===== src/rtl/coeff_section_ctrl.sv =====
// Sequencing controller ahead of the ADC-section classifier: classifies each
// accepted ADC count against a programmable limit, debounces section changes
// and presents the coefficient for the committed section.
module coeff_section_ctrl #(
  parameter int DEB_LEN = 4,
  parameter int COEFF_W = 16
) (
  input  logic               clk,
  input  logic               rst_n,
  input  logic               sample_valid_i,
  output logic               sample_ready_o,
  input  logic [20:0]        adc_count_i,
  input  logic               limit_wr_i,
  input  logic [19:0]        limit_i,
  input  logic               coeff_wr_i,
  input  logic [1:0]         coeff_addr_i,
  input  logic [COEFF_W-1:0] coeff_data_i,
  output logic [1:0]         section_o,
  output logic               section_chg_o,
  output logic [COEFF_W-1:0] coeff_o,
  output logic               coeff_valid_o
);

  typedef enum logic [1:0] {
    IDLE,
    CLASSIFY,
    EVAL,
    OUTPUT
  } state_t;

  localparam logic [3:0] DEB_CNT = 4'(DEB_LEN);

  state_t             state_q, state_d;
  logic [20:0]        sample_q;
  logic [19:0]        limit_shadow_q;
  logic [19:0]        limit_act_q;
  logic [1:0]         cand_q;
  logic [1:0]         pending_q;
  logic [1:0]         section_q;
  logic [3:0]         count_q;
  logic [COEFF_W-1:0] coeff_q;
  logic               chg_q;
  logic [COEFF_W-1:0] bank_q [4];

  logic [21:0]        sample_sext;
  logic [21:0]        sample_abs;
  logic [21:0]        limit_ext;
  logic               sample_pos;
  logic [1:0]         cand_d;

  logic [1:0]         pending_d;
  logic [1:0]         section_d;
  logic [3:0]         count_d;
  logic               commit;
  logic [COEFF_W-1:0] coeff_d;

  always_ff @(posedge clk or negedge rst_n) begin
    if (!rst_n) begin
      state_q <= IDLE;
    end else begin
      state_q <= state_d;
    end
  end

  always_comb begin
    state_d        = state_q;
    sample_ready_o = 1'b0;
    coeff_valid_o  = 1'b0;
    case (state_q)
      IDLE: begin
        sample_ready_o = 1'b1;
        if (sample_valid_i) begin
          state_d = CLASSIFY;
        end
      end
      CLASSIFY: state_d = EVAL;
      EVAL:     state_d = OUTPUT;
      OUTPUT: begin
        coeff_valid_o = 1'b1;
        state_d       = IDLE;
      end
      default:  state_d = IDLE;
    endcase
  end

  // Magnitude is 22 bits wide so the most negative count stays positive.
  always_comb begin
    sample_sext = {sample_q[20], sample_q};
    sample_abs  = sample_q[20] ? (~sample_sext + 22'd1) : sample_sext;
    limit_ext   = {2'b00, limit_act_q};
    sample_pos  = !sample_q[20] && (sample_q != '0);
    cand_d      = 2'b01;
    if (sample_pos) begin
      cand_d = (sample_abs > limit_ext) ? 2'b11 : 2'b10;
    end else begin
      cand_d = (sample_abs <= limit_ext) ? 2'b01 : 2'b00;
    end
  end

  always_comb begin
    pending_d = pending_q;
    section_d = section_q;
    count_d   = count_q;
    commit    = 1'b0;
    if (cand_q == section_q) begin
      count_d   = '0;
      pending_d = section_q;
    end else if (cand_q != pending_q) begin
      pending_d = cand_q;
      count_d   = 4'd1;
    end else begin
      count_d = count_q + 4'd1;
    end
    if (count_d == DEB_CNT) begin
      section_d = pending_d;
      count_d   = '0;
      commit    = 1'b1;
    end
    // A bank write landing on the entry being read this cycle is forwarded.
    coeff_d = (coeff_wr_i && (coeff_addr_i == section_d)) ? coeff_data_i : bank_q[section_d];
  end

  always_ff @(posedge clk or negedge rst_n) begin
    if (!rst_n) begin
      sample_q    <= '0;
      limit_act_q <= '0;
      cand_q      <= 2'b01;
    end else begin
      if (state_q == IDLE && sample_valid_i) begin
        sample_q    <= adc_count_i;
        limit_act_q <= limit_shadow_q;
      end
      if (state_q == CLASSIFY) begin
        cand_q <= cand_d;
      end
    end
  end

  always_ff @(posedge clk or negedge rst_n) begin
    if (!rst_n) begin
      pending_q <= 2'b01;
      section_q <= 2'b01;
      count_q   <= '0;
      coeff_q   <= '0;
      chg_q     <= 1'b0;
    end else begin
      chg_q <= (state_q == EVAL) && commit;
      if (state_q == EVAL) begin
        pending_q <= pending_d;
        section_q <= section_d;
        count_q   <= count_d;
        coeff_q   <= coeff_d;
      end
    end
  end

  always_ff @(posedge clk or negedge rst_n) begin
    if (!rst_n) begin
      limit_shadow_q <= '0;
      for (int i = 0; i < 4; i++) begin
        bank_q[i] <= '0;
      end
    end else begin
      if (limit_wr_i) begin
        limit_shadow_q <= limit_i;
      end
      if (coeff_wr_i) begin
        bank_q[coeff_addr_i] <= coeff_data_i;
      end
    end
  end

  assign section_o     = section_q;
  assign section_chg_o = chg_q;
  assign coeff_o       = coeff_q;

endmodule

===== config.mk =====
export PLATFORM = sky130hd
export DESIGN_NAME = coeff_section_ctrl
export DESIGN_NICKNAME = d
export VERILOG_FILES = /design/src/rtl/coeff_section_ctrl.sv
export SDC_FILE = /design/constraint.sdc
export NUM_CORES = 1
export LEC_CHECK = 0
export ABC_AREA = 1
export ABC_CLOCK_PERIOD_IN_PS = 5030
export CAP_MARGIN = 10
export CORE_MARGIN = 2
export CORE_UTILIZATION = 45
export DETAILED_ROUTE_END_ITERATION = 8
export PLACE_DENSITY = 0.68
export SLEW_MARGIN = 0
export SYNTH_ARGS = -nofsm -noshare
export SYNTH_HDL_FRONTEND = slang
export SYNTH_SLANG_ARGS = --single-unit

===== constraint.sdc =====
create_clock -name clk -period 5.03 [get_ports clk]
set_input_delay 1.006 -clock clk [delete_from_list [all_inputs] [get_ports clk]]
set_output_delay 1.006 -clock clk [all_outputs]
set_load 0.005 [all_outputs]

# == Yosys cells after proc, flatten, opt, wreduce, memory -nomap -nowiden ==
# Cells that the tools add are included.
# totals
ff_bits,154
input_bits,64
# op_classes
add_sub_neg,2
order_cmp,5
eq_ne,8
n_mux,22
n_bitwise,3
reduce_logical,8
# op_table
op,n
$bwmux W64,1
$mux W16,4
$bmux W16 S2,1
$demux W16 S2,1
$add A22 B1 Y22 const B,1
$gt A22 B20 Y1,1
$le A22 B20 Y1,1
$mux W22,1
$not A22 Y22,1
$reduce_bool A21 Y1,1
$mux W4,3
$mux W2,5
$pmux W2 S4,1
$ge A3 B3 Y1 const B,2
$not A2 Y3,2
$logic_and A1 B1 Y1,5
$mux W1,5
$add A4 B1 Y4 const B,1
$eq A2 B2 Y1,2
$eq A2 B2 Y1 const B,2
$eq A4 B3 Y1 const B,1
$lt A3 B1 Y1 const B,1
$eq A2 B1 Y1 const B,1
$logic_not A2 Y1,1
3 further kinds,3

# == Logic depth before layout (Yosys ltp) ==
# logic_depth
ltp_word,10
ltp_mapped,22

# == Worst setup path after synthesis ==
# No wires, ideal clock.
# synth_path
kind,flip-flop to flip-flop
start,register sample_q[0]
end,register cand_q[0]
setup_ps,82
t_arrival_ps,2494
setup_slack_ps,2454
stages_incl_launch_ff,23
n_path_buf,0
path_cell_list,dfrtp_1 inv_1 ha_1 inv_1 nor3_1 nand3_1 nor2_1 nand2_1 inv_1 nand2_1 nor3_1 nor2_1 xor2_1 ha_1 nand4_1 nor3_1 nand2_1 nand2_1 nand2_1 nand2_1 nand2_1 nand2_1 nand3_1
# synth_between
elab_chain_len,6
# synth_rtl
element,line,source
start: declaration,34,logic [20:0] sample_q;
start signal: assignment,130,sample_q <= adc_count_i;
$not A22 Y22,89,sample_abs = sample_q[20] ? (~sample_sext + 22'd1) : sample_sext;
$add A22 B1 Y22,89,
$mux W22,89,
$le A22 B20 Y1 / $gt A22 B20 Y1 (equally long branches),"96, 94",
"$mux W1, on equally long branches","96, 94",
$mux W2 *,93,if (sample_pos) begin
end signal: assignment,134,cand_q <= cand_d;
end: declaration,37,logic [1:0] cand_q;
# Every way passes the cells marked *; elsewhere a longest branch is shown, timed or not.
# A chain may end at the register's enable or synchronous reset.

# == Final worst setup path ==
# layout_path
start,register sample_q[1]
end,register cand_q[0]
# Same word-level chain as after synthesis.

==> impl_summary.md <==
Timing
The aggregate negative setup slack is 0 ns. The maximum operating frequency is about 320 MHz. The worst pin sits at a relative slew slack of 27.3%. At the pin with the least slew margin, the transition time is approximately 1.1 ns. Setup repair after global routing left no endpoint under its margin. The final number of max-transition violations was 0. On the final layout, the worst clock skew is 0.00855 ns. The number of hold violations in the final report came to 0. The final critical-path required period is about 3.1 ns. Setup violations remaining at the end of the flow were counted as 0. The post-route clock period utilization is 61.9%.

Setup path
The type of the worst setup path is flop to flop. In this run the critical register-to-register path is captured at cand_q[0]. STA classifies the critical path startpoint as a flop.

The worst flop-to-flop path startpoint is sample_q[1]. In this design, the stage delay of the slowest critical-path cell is between 0.3 and 0.4 ns. The most numerous cell type found on the critical path is sky130_fd_sc_hd__nand2_1. The number of cells on the worst reg-to-reg path is 22. The critical path capture point type is a flop. The worst register-to-register path has a setup slack of 1.92 ns. At the worst endpoint, the required time is 5.38 ns. In this run the worst path has a maximum fanout of 4. The critical path goes through inv_1, ha_1, inv_1, nor3_1, nand3_1, nor2_1, nand2_1, inv_1, nand2_1, nor3_1, nor2_1, xor2_1, ha_1, nand4_1, nor3_1, nand2_1, nand2_1, nand2_1, nand2_1, nand2_1, nand2_1, nand3_1.

The data arrival time of the critical path is 3.46 ns. Among all stages on the critical path, the largest delay is contributed by sky130_fd_sc_hd__dfrtp_1.

Global route
The total track usage is 20.1%. For this run the aggregate overflow at the end of global routing stands at 0. The via count of the first global-routing pass came to between 5000 and 6000. Entering global routing, the biggest net connects 74 pins.

The first global-routing pass estimated 29.0 mm of wire. The initial antenna violation count came to 0.

Logic synthesis
The synthesized design contains 154 register bits. The mapped netlist covers roughly 7600 um^2. The mean instance size in the synthesized netlist is slightly above 8 um^2. After synthesis, flip-flops and latches occupy 50.5% of the total area. The most numerous cell in the Yosys netlist is sky130_fd_sc_hd__nand2_1. Ranked by instance count, the synthesized netlist is headed by 291 x sky130_fd_sc_hd__nand2_1, 151 x sky130_fd_sc_hd__dfrtp_1, 114 x sky130_fd_sc_hd__o21ai_0. The largest area contributor in the netlist is sky130_fd_sc_hd__dfrtp_1. For this run, the leading register cell type out of synthesis is sky130_fd_sc_hd__dfrtp_1. Synthesis produced a netlist with a net count of 1024. For this run, asynchronously set or reset flops after synthesis account for 100%. The top cell type's share of synthesized area is 49.5%. In this run, distinct cell masters in the synthesized netlist total 40. The synthesized instance count is 934. By area the synthesized netlist is led by sky130_fd_sc_hd__dfrtp_1 50%, sky130_fd_sc_hd__nand2_1 14%, sky130_fd_sc_hd__o21ai_0 7.5%.

The count of warnings emitted by yosys is 0. Yosys mapped a number of flops with a built-in enable equal to 0.

Die
The number of core rows is 47. During I/O placement, the number of pins put on the boundary was 85. The initial core utilization is 46.0%. The die covers 18000 um^2. The core outline area is 16600 um^2. The die height is 134 um. The width of the die is ~130 um.

Drt
The violation count after the first detailed-route iteration is 412. The average wire per cell in the routed design is between 10 and 15 um. The routed layout has a little over 6000 vias. The first-pass iteration count of the detailed router is 5. The mean number of vias per cell is between 4 and 5. The residual DRC count is 0. The post-detailed-routing wire length is ~17 mm.

In this run the remaining antenna-violating nets after routing total 0.

Final layout
The share of layout cells above drive strength 1 is 6.91%. The area growth from synthesis to layout is 20.2%. The multi-input combinational cell area is 3240 um^2. At the end of the flow, the number of nets in the layout was 1090.

Summing all flip-flop and latch instances after layout gives 3860 um^2. The repair_antennas step left the layout with diodes totalling 0. The filler cells instantiated in the layout total between 1500 and 2000.

Placed design
The detailed-placement wirelength estimate is 11.1 mm. Routability-driven placement finished with a final weighted congestion of approximately 0.83. Input and output buffers added on the ports amount to 84.

Hold path
The type of the tightest min-delay check is flop to flop. The path with the worst hold slack has its endpoint at coeff_o[10]. The worst hold path passes through 2 cells.

The origin of the worst min-delay path is coeff_o[10].

Clock network
The total CTS buffers is 17. The clock input transition at the sequential cells of the worst setup and hold paths is 0.06 ns. For the worst-skew pair, the clock arrives at the later sink with an insertion delay of roughly 0.43 ns. The cell at the root of the clock tree is sky130_fd_sc_hd__clkbuf_16.

The clock drives 154 sinks. Gates resized during post-CTS repair numbered 0. The number of buffers inserted by post-CTS setup repair is 0.

After clock tree synthesis, the flow added hold-fix buffers numbering 0. The CTS tree is built. The maximum clock path buffer count is 2. The H-tree depth reported by CTS is 4.

Power
The total power is 4.85 mW. In this run the power density over the cells is 529 nW/um^2. The leakage power figure is around 4.5 nW. The worst voltage drop across the vdd grid is about 270 uV.

Status
The run finished with clean final reports.

Job
The max-cap violation count is 0.
==> flip-flops by register name (all words and copies together), names as in the netlist, 4 cells and up <==
register and flops:
bank_q 64, sample_q 21, limit_act_q 20, limit_shadow_q 20, coeff_o 16, count_q 4
==> cells by family (layout without fill, tap and decap cells) <==
| group | after synthesis | count (layout) | synth area share, % |
|---|---|---|---|
| fa+ha+maj | 26 | 26 | 4.26 |
| xor+xnor | 18 | 18 | 2.07 |
| flops | 154 | 154 | 50.5 |
| mux | 7 | 7 | 1.03 |
| simple gates | 445 | 445 | 25.0 |
| buf+inv | 135 | 214 | 7.03 |
| compound gates | 149 | 149 | 10.1 |
==> worst max path at each step <==
stage,slack [ns],cells after the start,from,end
2_1_floorplan,2.45,22,sample_q[0],cand_q[0]
3_3_place_gp,2.06,22,sample_q[0],cand_q[0]
3_5_place_dp,1.98,22,sample_q[0],cand_q[0]
4_1_cts,1.95,22,sample_q[1],cand_q[0]
5_1_grt,1.66,22,sample_q[0],cand_q[0]
6_report,1.92,22,sample_q[1],cand_q[0]
==> worst max-delay path, delay by kind of cell (launching register included) <==
kind,cells,cell delay [ns]
buffers and inverters,3,0.27
adder cells (fa/ha/maj),2,0.46
AND/OR/NAND/NOR,16,1.78
XOR/XNOR,1,0.16
flip-flops,1,0.36
==> final cells by class <==
type	instances	area share [%]
inverters	94	3.87
clock inverters	14	1.46
well taps	220	3.00
multi-input cells	645	35.3
clock buffers	18	4.79
flip-flops and latches	154	42.1
repair buffers	88	9.51
==> cell usage in the layout, fill, tap and decap left out, drive strengths merged, types with 7 or more instances in the layout <==
cell type	synthesis	layout
mux2	7	7
nand4	7	7
o21ai	114	114
clkdlybuf4s50	0	83
nor3	7	7
xor2	16	16
ha	26	26
nor2	43	43
inv	93	100
clkbuf	25	18
a21oi	26	26
nand2	302	302
dfrtp	151	151
nand3	83	83
==> power by group <==
group	internal [mW]	leakage (nW)	switching [mW]
clock	0.704	0.279	0.542
combinational	0.759	2.31	1.02
sequential	1.58	1.89	0.249
==> per-stage QoR <==
step           area, um^2  worst slack [ns]  hold WS (ns)  cells  utilization [%]
2_1_floorplan        7630              2.45         0.453    934                -
3_3_place_gp         8600              2.06         0.464   1201             51.9
3_5_place_dp         8600              1.98         0.464   1201             51.9
4_1_cts              9170              1.95         0.482   1233             55.3
5_1_grt              9170              1.66         0.495   1233             55.3
6_report             9170              1.92         0.478   1233             55.3
==> layer usage <==
metal	routed length (um)	up-vias	GRT usage [%]
li1	-	3132	-
met1	8130	2841	27.6
met2	7970	139	32.1
met3	741	20	4.42
met4	227	0	5.67
met5	0	-	0
(Power assumes the default switching activity.)
